[src/rtl/bcd_pkg.sv]
// bcd_pkg: FSM states, BCD digit type, digit constants and the is_bcd check
//   shared by bcd_classify_core and bcd_stream_classifier.
package bcd_pkg;
  typedef enum logic [2:0] {IDLE, ISSUE, WAIT, CAPTURE, EVAL, HOLD} state_t;
  typedef logic [3:0] bcd_t;
  localparam bcd_t BCD_MAX = 4'd9;
  localparam bcd_t HALF = 4'd5;
  function automatic logic is_bcd(input bcd_t d);
    return d <= BCD_MAX;
  endfunction
endpackage

[src/rtl/bcd_classify_core.sv]
// bcd_classify_core: combinational ten's-complement classifier of a DIGITS-digit BCD number.
//   i_digits     : BCD digits, most significant digit in the top nibble
//   o_positivo   : number is non-negative (ms digit < 5), 0 when invalid
//   o_riducibile : number fits in DIGITS-1 digits, 0 when invalid
//   o_invalido   : some nibble is greater than 9
module bcd_classify_core import bcd_pkg::*; #(
  parameter int DIGITS = 2
) (
  input  logic [4*DIGITS-1:0] i_digits,
  output logic                o_positivo,
  output logic                o_riducibile,
  output logic                o_invalido
);
  bcd_t w_ms, w_nx;
  logic w_bad;
  assign w_ms = i_digits[4*DIGITS-1 -: 4];
  assign w_nx = i_digits[4*DIGITS-5 -: 4];
  always_comb begin
    w_bad = 1'b0;
    for (int i = 0; i < DIGITS; i++) w_bad = w_bad | !is_bcd(i_digits[4*i +: 4]);
  end
  // Dropping the top digit is lossless only when it is pure sign extension:
  // 0 followed by a positive digit, or 9 followed by a negative one.
  assign o_invalido = w_bad;
  assign o_positivo = !w_bad && w_ms < HALF;
  assign o_riducibile = !w_bad && ((w_ms == 4'd0 && w_nx < HALF) || (w_ms == BCD_MAX && w_nx >= HALF));
endmodule

[src/rtl/bcd_stream_classifier.sv]
// bcd_stream_classifier: fetches DIGITS/2-byte BCD numbers from memory and publishes
//   ten's-complement flags once every PERIOD clocks.
//   clock/reset : rising-edge clock, asynchronous active-high reset
//   run         : enables the fetch/classify loop
//   addr/data   : memory read address (registered) and returned byte (MEM_LAT clocks later)
//   positivo, riducibile, invalido : flags of the last published number
//   valid       : one-clock pulse when the flags update
module bcd_stream_classifier import bcd_pkg::*; #(
  parameter int DIGITS  = 2,
  parameter int ADDR_W  = 16,
  parameter int BASE    = 0,
  parameter int MEM_LAT = 1,
  parameter int PERIOD  = 10
) (
  input  logic              clock,
  input  logic              reset,
  input  logic              run,
  output logic [ADDR_W-1:0] addr,
  input  logic [7:0]        data,
  output logic              positivo,
  output logic              riducibile,
  output logic              invalido,
  output logic              valid
);
  localparam int NB = DIGITS / 2;
  localparam int CW = $clog2(PERIOD + 1);
  localparam int WW = $clog2(MEM_LAT + 1);
  localparam int BW = $clog2(NB + 1);
  if (DIGITS != 2 && DIGITS != 4 && DIGITS != 6 && DIGITS != 8) begin : g_bad_digits
    $error("bcd_stream_classifier: DIGITS must be 2, 4, 6 or 8");
  end
  if (MEM_LAT < 1) begin : g_bad_lat
    $error("bcd_stream_classifier: MEM_LAT must be at least 1");
  end
  if (PERIOD < NB * (MEM_LAT + 2) + 2) begin : g_bad_period
    $error("bcd_stream_classifier: PERIOD too short for one fetch/eval cycle");
  end
  state_t          r_state;
  logic [CW-1:0]   r_cnt;
  logic [WW-1:0]   r_wcnt;
  logic [BW-1:0]   r_bidx;
  logic [8*NB-1:0] r_num;
  logic            r_pos_s, r_red_s, r_inv_s;
  logic            w_pos, w_red, w_inv;
  logic            w_last_byte, w_period_end;
  bcd_classify_core #(.DIGITS(DIGITS)) u_core (
    .i_digits    (r_num),
    .o_positivo  (w_pos),
    .o_riducibile(w_red),
    .o_invalido  (w_inv)
  );
  assign w_last_byte = r_bidx == BW'(NB - 1);
  assign w_period_end = r_cnt == CW'(PERIOD - 1);
  always_ff @(posedge clock or posedge reset)
    if (reset) begin
      r_state    <= IDLE;
      r_cnt      <= '0;
      r_wcnt     <= '0;
      r_bidx     <= '0;
      r_num      <= '0;
      r_pos_s    <= 1'b0;
      r_red_s    <= 1'b0;
      r_inv_s    <= 1'b0;
      addr       <= ADDR_W'(BASE);
      positivo   <= 1'b0;
      riducibile <= 1'b0;
      invalido   <= 1'b0;
      valid      <= 1'b0;
    end else begin
      valid <= 1'b0;
      // The period counter runs from the clock that leaves IDLE regardless of the
      // data path, so result spacing never depends on what was fetched.
      r_cnt <= (r_state == IDLE || w_period_end) ? '0 : r_cnt + 1'b1;
      case (r_state)
        IDLE: r_state <= run ? ISSUE : IDLE;
        ISSUE: begin
          r_wcnt  <= '0;
          r_state <= WAIT;
        end
        WAIT: begin
          r_wcnt  <= r_wcnt + 1'b1;
          r_state <= r_wcnt == WW'(MEM_LAT - 1) ? CAPTURE : WAIT;
        end
        CAPTURE: begin
          r_num   <= (r_num << 8) | (8*NB)'(data);
          addr    <= addr + 1'b1;
          r_bidx  <= w_last_byte ? '0 : r_bidx + 1'b1;
          r_state <= w_last_byte ? EVAL : ISSUE;
        end
        EVAL: begin
          r_pos_s <= w_pos;
          r_red_s <= w_red;
          r_inv_s <= w_inv;
          r_state <= HOLD;
        end
        HOLD: if (w_period_end) begin
          positivo   <= r_pos_s;
          riducibile <= r_red_s;
          invalido   <= r_inv_s;
          valid      <= 1'b1;
          r_state    <= run ? ISSUE : IDLE;
        end
        default: r_state <= IDLE;
      endcase
    end
endmodule

[config.mk]
export PLATFORM = sky130hd
export DESIGN_NAME = bcd_stream_classifier
export DESIGN_NICKNAME = d
export VERILOG_FILES = /design/src/rtl/bcd_pkg.sv /design/src/rtl/bcd_classify_core.sv /design/src/rtl/bcd_stream_classifier.sv
export SDC_FILE = /design/constraint.sdc
export NUM_CORES = 1
export LEC_CHECK = 0
export CAP_MARGIN = 0
export CORE_ASPECT_RATIO = 0.9
export CORE_MARGIN = 2
export CORE_UTILIZATION = 45
export DETAILED_ROUTE_END_ITERATION = 10
export PLACE_DENSITY = 0.69
export SLEW_MARGIN = 20
export SYNTH_ARGS = -nofsm -noshare
export SYNTH_HDL_FRONTEND = slang
export SYNTH_SLANG_ARGS = --single-unit
[constraint.sdc]
create_clock -name clock -period 1.6 [get_ports clock]
set_input_delay 0.24 -clock clock [delete_from_list [all_inputs] [get_ports clock]]
set_output_delay 0.24 -clock clock [all_outputs]
set_load 0.1 [all_outputs]
==> results of run 1 <==
-- cell type report --
type	count	area (um^2)	area share
repair buffers	35	551	0.232
multi-input cells	111	668	0.281
well taps	46	57.6	0.0242
inverters	5	18.8	0.00789
flip-flops and latches	39	1000	0.421
clock inverters	1	5.00	0.00211
clock buffers	7	76.3	0.0321
-- per-stage QoR --
stage                     setup WS (ns)  power [W]  cell area, um^2   util
after detailed placement         0.0255    0.00325             2290  0.623
after floorplan                  0.0399    0.00270             1730      -
after CTS                        0.0138    0.00388             2370  0.646
final                            0.0890    0.00385             2380  0.646
after global placement            0.123    0.00318             2290  0.623
after global routing            0.00646    0.00411             2380  0.646
-- critical path, cell delays in order, from the launching register on --
cell	delay, ns
sky130_fd_sc_hd__dfrtp_1	0.41
sky130_fd_sc_hd__inv_1	0.08
sky130_fd_sc_hd__ha_1	0.17
sky130_fd_sc_hd__nand4b_1	0.17
sky130_fd_sc_hd__nor2_2	0.21
sky130_fd_sc_hd__mux2_2	0.36
-- power groups by stage --
stage | Clock, W | Combinational, W | Sequential (W)
floorplan | 0 | 0.000717 | 0.00198
global placement | 0 | 0.00159 | 0.00160
detailed placement | 0 | 0.00164 | 0.00161
CTS | 0.000642 | 0.00165 | 0.00159
global route | 0.000691 | 0.00178 | 0.00165
finish | 0.000621 | 0.00163 | 0.00160
-- kinds of logic after synthesis --
family          count (synthesis)
simple gates                   68
flops                          39
compound gates                 18
xor+xnor                       18
buf+inv                        11
mux                             4
fa+ha+maj                       3
-- sequential cells by signal, indices dropped and copies added (netlist names) --
name,flops
r_wcnt,1
r_inv_s,1
r_state,3
valid,1
r_num,8
r_pos_s,1
positivo,1
r_red_s,1
addr,16
r_cnt,4
riducibile,1
invalido,1
-- cell usage after synthesis --
library cell	count
sky130_fd_sc_hd__a21oi_1	2
sky130_fd_sc_hd__a31oi_1	2
sky130_fd_sc_hd__and2_1	1
sky130_fd_sc_hd__and3_1	3
sky130_fd_sc_hd__and3b_1	1
sky130_fd_sc_hd__and4_1	2
sky130_fd_sc_hd__buf_2	1
sky130_fd_sc_hd__buf_4	3
sky130_fd_sc_hd__buf_6	1
sky130_fd_sc_hd__clkbuf_1	1
sky130_fd_sc_hd__dfrtp_1	39
sky130_fd_sc_hd__ha_1	3
sky130_fd_sc_hd__inv_1	5
sky130_fd_sc_hd__mux2_2	3
sky130_fd_sc_hd__mux2i_1	1
sky130_fd_sc_hd__nand2_1	32
sky130_fd_sc_hd__nand2b_1	1
sky130_fd_sc_hd__nand3_1	6
sky130_fd_sc_hd__nand3b_1	1
sky130_fd_sc_hd__nand4_1	6
sky130_fd_sc_hd__nand4b_1	1
sky130_fd_sc_hd__nor2_1	14
sky130_fd_sc_hd__o21a_1	1
sky130_fd_sc_hd__o21ai_0	8
sky130_fd_sc_hd__o221a_2	1
sky130_fd_sc_hd__o22ai_1	1
sky130_fd_sc_hd__o31ai_1	1
sky130_fd_sc_hd__o32ai_1	1
sky130_fd_sc_hd__o41ai_1	1
sky130_fd_sc_hd__xnor2_1	16
sky130_fd_sc_hd__xor2_1	2
-- cell usage in the layout (no fill, tap or decap), types with 2 or more instances in the layout --
| cell | instances |
|---|---|
| sky130_fd_sc_hd__clkdlybuf4s50_1 | 10 |
| sky130_fd_sc_hd__nand3_1 | 6 |
| sky130_fd_sc_hd__clkbuf_8 | 5 |
| sky130_fd_sc_hd__and3_1 | 3 |
| sky130_fd_sc_hd__dfrtp_1 | 25 |
| sky130_fd_sc_hd__buf_12 | 21 |
| sky130_fd_sc_hd__buf_4 | 4 |
| sky130_fd_sc_hd__dfrtp_2 | 11 |
| sky130_fd_sc_hd__inv_1 | 5 |
| sky130_fd_sc_hd__o21ai_0 | 8 |
| sky130_fd_sc_hd__a31oi_1 | 2 |
| sky130_fd_sc_hd__ha_1 | 3 |
| sky130_fd_sc_hd__and4_1 | 2 |
| sky130_fd_sc_hd__nand4_1 | 6 |
| sky130_fd_sc_hd__nor2_1 | 13 |
| sky130_fd_sc_hd__a21oi_1 | 2 |
| sky130_fd_sc_hd__xor2_1 | 2 |
| sky130_fd_sc_hd__nand2_1 | 32 |
| sky130_fd_sc_hd__dfrtp_4 | 3 |
| sky130_fd_sc_hd__mux2_2 | 3 |
| sky130_fd_sc_hd__clkbuf_1 | 2 |
| sky130_fd_sc_hd__xnor2_1 | 16 |
-- worst min-delay path by stage --
stage | end | cells after the start | slack (ns)
after floorplan | r_num[0] | 2 | 0.35
after global placement | r_num[0] | 2 | 0.46
after detailed placement | r_num[0] | 2 | 0.47
after CTS | addr[3] | 3 | 0.31
after global routing | addr[14] | 3 | 0.33
final | r_cnt[3] | 3 | 0.30
-- per-layer routing --
layer / track usage / vias to the layer above
li1: - / 611
met1: 0.239 / 599
met2: 0.278 / 32
met3: 0.0670 / 6
met4: 0.0735 / 0
met5: 0 / -
==> metrics.md, run 1 <==
| Metric | Value |
|---|---|
| Final slew viol count | 0 |
| Top cell type's share of synthesized area | 0.573 |
| Worst Path Arrival | 1.68 ns |
| Sum of overflow across all layers after global routing | 0 |
| Mux share of post-synthesis cell area | 0.0257 |
| Top layer used by detailed routing | met4 |
| Worst hold path class | input pin to async pin |
| Final GP Congestion | 0.761 |
| Slew margin rel. | 0.676 |
| Number of buffers inserted for hold repair after clock tree synthesis | 0 |
| Pre-Repair DR Iteration Count | 4 |
| Start of the worst register-to-register path | r_cnt[1] |
| Routed met1 length | 1.35 mm |
| Critical path launch point type | flip-flop |
| Iter 0 DRT Violations | 65 |
| Vias in the first global route | 1237 |
| Share of the cycle needed by the critical path after routing | 0.944 |
| Dominant combinational cell family by area after synthesis | simple AND/OR/NAND/NOR gates |
| Fraction of the mapped netlist area in compound gates | 0.0661 |
| Number of CTS-inserted buffers | 5 |
| Portion of total power attributed to combinational logic | 0.424 |
| Peak ir drop on the vdd network | 763 uV |
| Routed wire length on met2 | 1.64 mm |
| Status | finished, final reports clean |
| Adder-cell share of the synthesized area | 0.0220 |
| Switching power of the nets | 0.00158 W |
| Fraction of power spent switching nets | 0.411 |
| Port Buffers | 30 |
| Setup_tns | 0 ns |
| Setup slack of the most critical reg-to-reg path | 0.09 ns |
| Worst Path Class, Setup | flip-flop to flip-flop |
| Number of failing setup endpoints in the final timing report | 0 |
| Yosys warns | 0 |
| Detail-routed via count per cell | 5.11 |
| Basic-gate share of the synthesized area counting and, or, nand and nor cells | 0.184 |
| Initial Util | 0.463 |
| Setup clock skew after layout | 0.00422 ns |
| Unrepaired setup endpoints after global routing | false |
| Core area | 3680 um^2 |
| Biggest area contributors in the synthesized netlist | sky130_fd_sc_hd__dfrtp_1 57%, sky130_fd_sc_hd__xnor2_1 8.2%, sky130_fd_sc_hd__nand2_1 7.1%, sky130_fd_sc_hd__nor2_1 3.1%, sky130_fd_sc_hd__o21ai_0 2.4% |
| Total number of clock tree sinks | 39 |
| Endpoint of the lowest-slack register-to-register path | positivo |
| Post-CTS setup buffer count | 0 |
| Net count reported at finish | 211 |
| Final Instance Count excl. Fillers | 244 |
| IO Pins | 31 |
| Count of antenna diodes in the layout | 0 |
| Number of flip-flops and latches in the synthesized netlist | 39 |
| CTS tree | built |
| Portion of total power attributed to sequential cells | 0.415 |
| Highest fanout seen on the critical path | 4 |
| Number of standard-cell rows in the floorplan | 21 |
| Critical Path RT | 1.77 ns |
| Largest area contributor in the netlist | sky130_fd_sc_hd__dfrtp_1 |
| Parity-gate share of the synthesized area counting xor and xnor cells | 0.0926 |
| Power per unit of standard cell area | 1620 nW/um^2 |
| Time the final worst path needs with I/O delays and setup | 1.51 ns |
| Gr usage total | 0.184 |
| Netlist Area Pre-Place | 1700 um^2 |
| Leak | 1.05 nW |
| Per-cell routed wire length | 13.2 um |
| Worst Reg-to-Reg Cells | 5 |
| Timing-limited maximum frequency | 662 MHz |
| Fraction of the yosys area taken by sequential cells | 0.573 |
| Internal power contribution | 0.00227 W |
| Maximum number of buffers from clock root to sink | 2 |
| Synthesis-to-finish area growth | 39.6% |
| Length of routed met3 wiring | 175 um |
| Clock Tree Root | sky130_fd_sc_hd__clkbuf_8 |
| Post-CTS resize count | 0 |
| Cell Count Post-Placement | 236 |
| Final hold violations | 0 |
| WHS | 0.302 ns |
| H-Tree Depth | 2 |
| First-pass GRT wire length | 5.78 mm |
| Die Y-Extent | 62.4 um |
| Max_cap viols | 0 |
| Post-synth net total | 175 |
| Least-Margin Pin Slew | 0.485 ns |
| Die Span X | 68.8 um |
| Final ANT Viol Nets | 0 |
| Instance count of the mapped netlist | 161 |
| Post-detailed-routing wire length | 3.23 mm |
| Part of the total power dissipated in the clock network | 0.161 |
| Largest net degree at the start of global routing | 40 |
| Worst Setup SP | r_cnt[1] |
| Avg Synthesized Cell Area | 10.6 um^2 |
| Via count | 1248 |
| Count of distinct cell types in the synthesized netlist | 31 |
| Clock slew seen by the registers of the worst setup and hold paths | 0.07 ns |
| Crit path to | positivo |
| Fill cell count | 285 |
| Share of post-route cells with drive strength above 1 | 0.253 |
| Detailed placer's ending HPWL | 2.37 mm |
| Nature of the critical path endpoint | flip-flop |
| DRC viols | 0 |
| Number of antenna violations at the first check in global routing | 0 |
| Die Area | 4290 um^2 |
| Clock latency on the worst-skew pair | 0.29 ns |
No activity file was read; power rests on OpenSTA's default activity.
==> run 2, diff against run 1 <==
--- a/config.mk
+++ b/config.mk
@@ -5,12 +5,14 @@
 export SDC_FILE = /design/constraint.sdc
 export NUM_CORES = 1
 export LEC_CHECK = 0
+export ABC_CLOCK_PERIOD_IN_PS = 1600
 export CAP_MARGIN = 0
 export CORE_ASPECT_RATIO = 0.9
 export CORE_MARGIN = 2
 export CORE_UTILIZATION = 45
 export DETAILED_ROUTE_END_ITERATION = 10
 export PLACE_DENSITY = 0.69
+export SKIP_LAST_GASP = 1
 export SLEW_MARGIN = 20
 export SYNTH_ARGS = -nofsm -noshare
 export SYNTH_HDL_FRONTEND = slang
==> results of run 2 <==
The final DEF is identical to that of run 1; final timing and power are the same.
